==> config.mk <==
export PLATFORM = sky130hd
export DESIGN_NAME = fetch_unit
export DESIGN_NICKNAME = d
export VERILOG_FILES = /design/src/rtl/riscv_fetch_pkg.sv /design/src/rtl/fetch_pc_reg.sv /design/src/rtl/fetch_unit.sv
export SDC_FILE = /design/constraint.sdc
export NUM_CORES = 1
export LEC_CHECK = 0
export ABC_CLOCK_PERIOD_IN_PS = 5250
export BUFFER_PORTS_ARGS = -buffer_cell sky130_fd_sc_hd__buf_2
export CORE_MARGIN = 2
export CORE_UTILIZATION = 53
export DETAILED_ROUTE_END_ITERATION = 10
export GPL_TIMING_DRIVEN = 0
export PLACE_DENSITY_LB_ADDON = 0.2
export SYNTH_ARGS = -nofsm -noshare
export SYNTH_HDL_FRONTEND = slang
export SYNTH_SLANG_ARGS = --single-unit
==> constraint.sdc <==
create_clock -name clk -period 5.25 [get_ports clk]
set_clock_uncertainty 0.15 [all_clocks]
set_input_delay 0.525 -clock clk [delete_from_list [all_inputs] [get_ports clk]]
set_output_delay 0.525 -clock clk [all_outputs]
set_load 0.02 [all_outputs]
==> src/rtl/riscv_fetch_pkg.sv <==
// Shared definitions for the instruction-fetch stage: widths, fetch FSM states
// and the fetch-address range check.
package riscv_fetch_pkg;

  localparam int unsigned XLEN        = 64;
  localparam int unsigned INSTR_BYTES = 4;
  localparam logic [31:0] NOP         = 32'h0000_0013;

  typedef enum logic [1:0] {
    BOOT  = 2'd0,
    RUN   = 2'd1,
    FAULT = 2'd2
  } fetch_state_e;

  // 65-bit sum so an address near 2^64 cannot wrap back into range.
  function automatic logic addr_oor(input logic [XLEN-1:0] addr,
                                    input longint unsigned mem_bytes);
    return ({1'b0, addr} + 65'(INSTR_BYTES - 1)) >= 65'(mem_bytes);
  endfunction

endpackage

==> src/rtl/fetch_pc_reg.sv <==
// Program counter with redirect/increment selection and the alignment/range
// checks that decide whether a redirect or a fetch must trap.
module fetch_pc_reg
  import riscv_fetch_pkg::*;
#(
  parameter logic [XLEN-1:0] RESET_PC   = '0,
  parameter longint unsigned IMEM_BYTES = 65536
) (
  input  logic            clk,
  input  logic            rst,
  input  logic            redirect_i,
  input  logic [XLEN-1:0] target_i,
  input  logic            fetch_i,
  output logic [XLEN-1:0] pc_o,
  output logic            capture_o,
  output logic            fault_req_o,
  output logic [XLEN-1:0] fault_addr_o
);

  logic [XLEN-1:0] pc_q, pc_d;
  logic            target_bad;
  logic            pc_oor;

  always_comb begin
    target_bad   = (target_i[1:0] != 2'b00) || addr_oor(target_i, IMEM_BYTES);
    pc_oor       = addr_oor(pc_q, IMEM_BYTES);
    capture_o    = fetch_i && !pc_oor;
    fault_req_o  = (redirect_i && target_bad) || (fetch_i && pc_oor);
    fault_addr_o = redirect_i ? target_i : pc_q;
    pc_d         = pc_q;
    if (redirect_i) begin
      if (!target_bad) pc_d = target_i;
    end else if (capture_o) begin
      pc_d = pc_q + XLEN'(INSTR_BYTES);
    end
  end

  always_ff @(posedge clk) begin
    if (rst) pc_q <= RESET_PC;
    else     pc_q <= pc_d;
  end

  assign pc_o = pc_q;

endmodule

==> src/rtl/fetch_unit.sv <==
// Instruction-fetch stage: boot delay, PC sequencing, IF/ID output register
// with valid/ready handshake, and sticky trap on bad fetch addresses.
module fetch_unit
  import riscv_fetch_pkg::*;
#(
  parameter logic [63:0]     RESET_PC    = 64'h0,
  parameter longint unsigned IMEM_BYTES  = 65536,
  parameter int unsigned     BOOT_CYCLES = 2
) (
  input  logic        clk,
  input  logic        rst,
  output logic [63:0] pc,
  input  logic [31:0] imem_instr,
  input  logic        redirect_valid,
  input  logic [63:0] redirect_target,
  output logic        out_valid,
  input  logic        out_ready,
  output logic [63:0] out_pc,
  output logic [31:0] out_instr,
  output logic [63:0] out_pc_plus4,
  output logic        fault,
  output logic [63:0] fault_addr,
  output logic [31:0] fetch_count
);

  fetch_state_e state_q, state_d;
  logic [31:0]  boot_cnt_q, boot_cnt_d;
  logic         out_valid_q, out_valid_d;
  logic [63:0]  out_pc_q, out_pc_d;
  logic [31:0]  out_instr_q, out_instr_d;
  logic         fault_q, fault_d;
  logic [63:0]  fault_addr_q, fault_addr_d;
  logic [31:0]  fetch_count_q, fetch_count_d;

  logic         redir, fetch_req, capture, fault_req;
  logic [63:0]  fault_addr_req;

  // Redirects are honoured in BOOT and RUN; a fetch is only attempted in RUN
  // when the slot is free or draining and no redirect is pending.
  assign redir     = redirect_valid && (state_q != FAULT);
  assign fetch_req = (state_q == RUN) && !redirect_valid && (!out_valid_q || out_ready);

  fetch_pc_reg #(
    .RESET_PC   (RESET_PC),
    .IMEM_BYTES (IMEM_BYTES)
  ) u_pc (
    .clk          (clk),
    .rst          (rst),
    .redirect_i   (redir),
    .target_i     (redirect_target),
    .fetch_i      (fetch_req),
    .pc_o         (pc),
    .capture_o    (capture),
    .fault_req_o  (fault_req),
    .fault_addr_o (fault_addr_req)
  );

  always_comb begin
    state_d       = state_q;
    boot_cnt_d    = boot_cnt_q;
    out_valid_d   = out_valid_q;
    out_pc_d      = out_pc_q;
    out_instr_d   = out_instr_q;
    fault_d       = fault_q;
    fault_addr_d  = fault_addr_q;
    fetch_count_d = fetch_count_q;
    unique case (state_q)
      BOOT: begin
        boot_cnt_d = boot_cnt_q + 32'd1;
        if (boot_cnt_q == 32'(BOOT_CYCLES - 1)) state_d = RUN;
      end
      RUN: begin
        if (redirect_valid) out_valid_d = 1'b0;
        else if (capture) begin
          out_valid_d   = 1'b1;
          out_pc_d      = pc;
          out_instr_d   = imem_instr;
          fetch_count_d = fetch_count_q + 32'd1;
        end
      end
      FAULT:   out_valid_d = 1'b0;
      default: state_d = FAULT;
    endcase
    if (fault_req) begin
      state_d      = FAULT;
      fault_d      = 1'b1;
      fault_addr_d = fault_addr_req;
      out_valid_d  = 1'b0;
    end
  end

  always_ff @(posedge clk) begin
    if (rst) begin
      state_q       <= BOOT;
      boot_cnt_q    <= '0;
      out_valid_q   <= 1'b0;
      out_pc_q      <= '0;
      out_instr_q   <= '0;
      fault_q       <= 1'b0;
      fault_addr_q  <= '0;
      fetch_count_q <= '0;
    end else begin
      state_q       <= state_d;
      boot_cnt_q    <= boot_cnt_d;
      out_valid_q   <= out_valid_d;
      out_pc_q      <= out_pc_d;
      out_instr_q   <= out_instr_d;
      fault_q       <= fault_d;
      fault_addr_q  <= fault_addr_d;
      fetch_count_q <= fetch_count_d;
    end
  end

  assign out_valid    = out_valid_q;
  assign out_pc       = out_pc_q;
  assign out_instr    = out_instr_q;
  assign out_pc_plus4 = out_pc_q + 64'(INSTR_BYTES);
  assign fault        = fault_q;
  assign fault_addr   = fault_addr_q;
  assign fetch_count  = fetch_count_q;

endmodule

[After elaboration in Yosys (flattened, before gate mapping)]
Index checks and enable logic that the tools add are counted.
Storage, ports and cells
  register bits after elaboration: 292
  bits in latches: 0
  memory bits (writable): 0
  memory bits (read-only): 0
  input bits: 100
  output and inout port bits: 322
  word-level logic and storage cells: 62
  memories: 0
Operators by class
  add/subtract/negate cells: 6
  multiply operators: 0
  divide/modulo/power cells: 0
  $lt $le $gt $ge: 2
  equal/unequal tests: 9
  shifts and indexed selects: 0
  muxes and demuxes: 10
  bitwise operators: 2
  reduce and logical (&&, ||, !) cells: 23
Operator list (count)
  $mux W64: 4
  $add A64 B2 Y65 const B: 2
  $ge A65 B17 Y1 const B: 2
  $add A64 B3 Y64 const B: 2
  $add A32 B1 Y32 const B: 2
  $eq A32 B1 Y1 const B: 1
  $reduce_and A2 Y1: 4
  $logic_and A1 B1 Y1: 6
  $ne A2 B2 Y1 const B: 3
  $ne A3 B3 Y1 const B: 2
  $reduce_bool A2 Y1: 3
  $mux W2: 2
  $pmux W2 S2: 1
  $reduce_or A2 Y1: 2
  $logic_not A1 Y1: 3
  $logic_or A1 B1 Y1: 3
  $reduce_and A3 Y1: 1
  $eq A2 B1 Y1 const B: 1
  $eq A2 B2 Y1 const B: 1
  $logic_not A2 Y1: 1
  $mux W1: 2
  $ne A2 B1 Y1 const B: 1
  $not A1 Y1: 2
  $pmux W1 S2: 1

[Logic depth before layout (Yosys ltp)]
  word-level depth: 7
  mapped depth: 17
  mapped depth without buffers: 11

[By module]
Synthesis repeated with hierarchy kept, for this count alone.
Unflattened totals
  cell total of the unflattened synthesis: 1972
  area, all modules: 15658.8 µm²
Modules (own cells, without submodules)
  fetch_unit: times used 1, cells an instance 1208, area each 9982.1 µm², seq. area each 4564.4 µm²
  fetch_pc_reg: times used 1, cells an instance 764, area each 5676.7 µm², seq. area each 1281.2 µm²

[Worst setup path after synthesis]
OpenSTA, ideal clock, no wires.
  path type: register to register
  start: reg u_pc.pc_q[8], in the netlist u_pc.pc_o[8]
  end: reg fetch_count_q[22], in the netlist fetch_count[22]
  library setup time: 121 ps
  data arrival time: 3777 ps
  required time: 4979 ps
  setup slack: 1203 ps
  cell stages (with the launch flop): 14
  path buffers: 3
  clock period less this slack: 4047 ps
  path through: dfxtp_1 buf_4 nand3_4 or4_4 or3_1 or3_1 o21ai_1 nand4_1 or4_1 buf_2 or2_1 buf_2 nor4_1 mux2_2
Between the ends
  word-level cells in the longest chain between the ends: 5
Ends and longest elaborated chain
  from (decl): line fetch_pc_reg.sv:20  | logic [XLEN-1:0] pc_q, pc_d;
  from (signal assigned): line fetch_pc_reg.sv:40  | else pc_q <= pc_d;
  $add A64 B2 Y65: line riscv_fetch_pkg.sv:18  | return ({1'b0, addr} + 65'(INSTR_BYTES - 1)) >= 65'(mem_bytes);
  $ge A65 B17 Y1: line riscv_fetch_pkg.sv:18
  $logic_not A1 Y1: line fetch_pc_reg.sv:27  | capture_o = fetch_i && !pc_oor;
  $logic_and A1 B1 Y1: line fetch_pc_reg.sv:27
  $reduce_and A3 Y1 (no source line)
  to (signal assigned): line fetch_unit.sv:110  | fetch_count_q <= fetch_count_d;
  to (decl): line fetch_unit.sv:33  | logic [31:0] fetch_count_q, fetch_count_d;
No other way between the ends.
A chain may end at the register's enable or synchronous reset.

[Final worst setup path]
  start: in redirect_target[12]
  end: reg u_pc.pc_q[15], in the netlist u_pc.pc_o[15]
Between the ends
  word-level cells in the longest chain between the ends: 5
Ends and longest elaborated chain
  from (decl): line fetch_unit.sv:15  | input logic [63:0] redirect_target,
  $add A64 B2 Y65: line riscv_fetch_pkg.sv:18
  $ge A65 B17 Y1: line riscv_fetch_pkg.sv:18
  $logic_or A1 B1 Y1: line fetch_pc_reg.sv:25  | target_bad = (target_i[1:0] != 2'b00) || addr_oor(target_i, IMEM_BYTES);
  $ne A2 B2 Y1 (no source line)
  $reduce_and A2 Y1 (no source line)
No other way between the ends.

==> metrics.yaml <==
clock_sinks: 292
gp_congestion: 0.981
multiInputGateArea_um2: 9020
min_period_ns: 5.18
cts_made_buffers: 30
hold_viol_final: 0
start_kind: "input pin"
async_reset_ff_frac: 0
maxCapViolations: 0
wl_um: 62400
htreeDepth: 1
cts_tree: "built"
ir_drop_uv: 301
cp_max_fo: 10
vias_per_cell: 6.26
worstPathCellList: "buf_2 > nand4_1 > or3_1 > clkbuf_1 > or4_1 > o31a_1 > nor4_1 > nand4_1 > or3_1 > nor2_1 > nor2_1 > clkbuf_1 > o32ai_1"
syn_to_final_growth_pct: 23.5
filler_cell_count: 2545
grt_max_degree: 16
ctsRootBufferMaster: "clkbuf_16"
crit_family: "simple AND/OR/NAND/NOR gates"
synth_area_leader_cell: "dfxtp_1"
clk_latency_ns: 0.59
ys_seq_area_frac: 0.376
synth_cell_types: 70
setup_viol: 0
cp-end-kind: "flop"
wl_per_cell_um: 21.9
synth.most_common_cell: "nand2_1"
synth_top_cell_area_share: 0.376
io_buffers: 414
syn_nets: 2104
status: "complete, no violations"
worstPathArrival_ns: 5.47
required_ns: 5.54
critical-path-max-stage-delay_ns: 0.81
firstDrtPassIters: 6
gr-total-overflow: 0
rows: 62
antenna_found_initial: 3
synthTopCellsByArea: "dfxtp_1, nand2_1, and3_1"
coreArea_um2: 28800
die-height_um: 175
yosysWarnings: 0
gr-usage-all-layers: 0.386
synth_seq_cells: 292
crit_buf_inv: 3
die-area_um2: 30700
p_per_area_nw_per_um2: 288
synth-main-ff-cell: "dfxtp_1"
synth-edff-count: 0
drive_above_1_share: 0.216
avgSynthCellArea_um2: 7.78
hold_buffers: 0
syn_inst: 1996
regToRegSetupSlack_ns: 0.24
start_util: 0.540
max_slew_margin: 0.173
power.leakage_nw: 7.94
hold_class: "input pin to flop"
clkTransAtPathRegs_ns: 0.06
drc_errors: 0
ys_top_cells_by_count: "nand2_1, dfxtp_1, clkbuf_1, nor2_1, nor3_1"
grt_pass1_wl_um: 94100
p_total_w: 0.00552
period_share: 0.987
nNetsFinal: 2552
ff_latch_area_um2: 5850
io_pins: 422
rsz0062_at_grt: "no"
worst_pin_slew_ns: 1.23
num_vias: 17849
syn_area_um2: 15500
clockBufferDepth: 3
grt_pass1_vias: 16153
crit_slowest_cell: "nor2_1"
ant_nets: 0
max_freq_mhz: 193
hold_ws_ns: 0.0258
dr.first_iter.drc_count: 2187
worstSetupPathType: "input pin to flop"
die_w_um: 175
slew_viol_final: 0
dp_hpwl_um: 48200
[layout make-up]
cell class              count  area share
diodes                      2    0.000261
repair buffers            416       0.109
flip-flops and latches    292       0.305
clock inverters            12     0.00803
plain buffers             150      0.0317
multi-input cells        1521       0.471
clock buffers              42      0.0441
inverters                  33     0.00646
well taps                 384      0.0251
[placed cells by master (no fill, tap or decap), drive strengths merged, types with 9 or more instances in the layout]
cell,count
clkbuf,165
nor2b,10
and3,94
and4,27
nor2,115
or3,24
nand3,102
o311ai,12
nor3,105
xor2,57
o41ai,13
nand4,90
and2,54
dfxtp,292
buf,443
or2,18
nor4,55
xnor2,65
o32ai,10
a21oi,82
or4,14
inv,33
a311oi,65
o31ai,13
mux2,9
o31a,10
nand2,338
o21ai,48
[sequential cells by signal, summed over array words and instances, names as in the netlist]
name / count
boot_cnt_q: 32
fault: 1
fault_addr: 64
fetch_count: 32
out_instr: 32
out_pc: 64
out_valid: 1
state_q: 2
u_pc.pc_o: 64
[layer usage]
layer / wire length (µm) / global-route usage / vias up
li1: - / - / 8167
met1: 25400 / 0.527 / 8447
met2: 28200 / 0.619 / 1068
met3: 6510 / 0.0657 / 165
met4: 2330 / 0.128 / 2
met5: 18 / 0 / -
[metrics by stage]
| stage | setup slack (ns) | area, µm² | TNS (ns) | cells | utilization |
|---|---|---|---|---|---|
| 2_1_floorplan | 1.20 | 15500 | 0 | 1996 | - |
| 3_3_place_gp | -0.477 | 18100 | -46.57 | 2794 | 0.628 |
| 3_5_place_dp | -0.550 | 18100 | -51.72 | 2794 | 0.628 |
| 4_1_cts | 0.106 | 19100 | 0 | 2848 | 0.664 |
| 5_1_grt | 0.0998 | 19200 | 0 | 2852 | 0.666 |
| 6_report | 0.0666 | 19200 | 0 | 2852 | 0.666 |
[power breakdown]
group	switching [W]	internal [W]
sequential	0.0000827	0.00232
combinational	0.000641	0.000280
clock	0.000921	0.00127
total	0.00164	0.00387
[what timing repair did]
action,in CTS,in global routing
endpoints found under the setup margin,171,119
pin swaps,0,2
buffers inserted,0,2
resized for setup,5,11
[worst register-to-register path: cells and delay by family (launching register included)]
family          cells  cell delay, ns
compound gates      3            0.96
xor+xnor            1            0.13
buf+inv             3            1.39
fa+ha+maj           1            0.32
flops               1            0.61
simple gates        6            1.40
[logic make-up after synthesis]
family | Yosys count | share of synthesized area
adders and majority gates | 8 | 0.00645
DFF | 292 | 0.376
muxes | 12 | 0.00846
xor gates and xnor gates | 122 | 0.0688
buffers and inverters | 183 | 0.0470
AOI/OAI and AO/OA | 320 | 0.145
and+or+nand+nor | 1059 | 0.347
[worst paths after layout]
path / startpoint / end / cells past startpoint
worst max-delay path: redirect_target[12] / u_pc.pc_o[15]$_SDFFE_PP0P_ / 13
worst min register to register: out_instr[13]$_SDFFE_PP0P_ / out_instr[13]$_SDFFE_PP0P_ / 2
worst max register to register: u_pc.pc_o[2]$_SDFFE_PP0P_ / out_instr[31]$_SDFFE_PP0P_ / 14
worst min-delay path: imem_instr[0] / out_instr[0]$_SDFFE_PP0P_ / 3
Note: power is estimated with default switching activity, not from simulation.
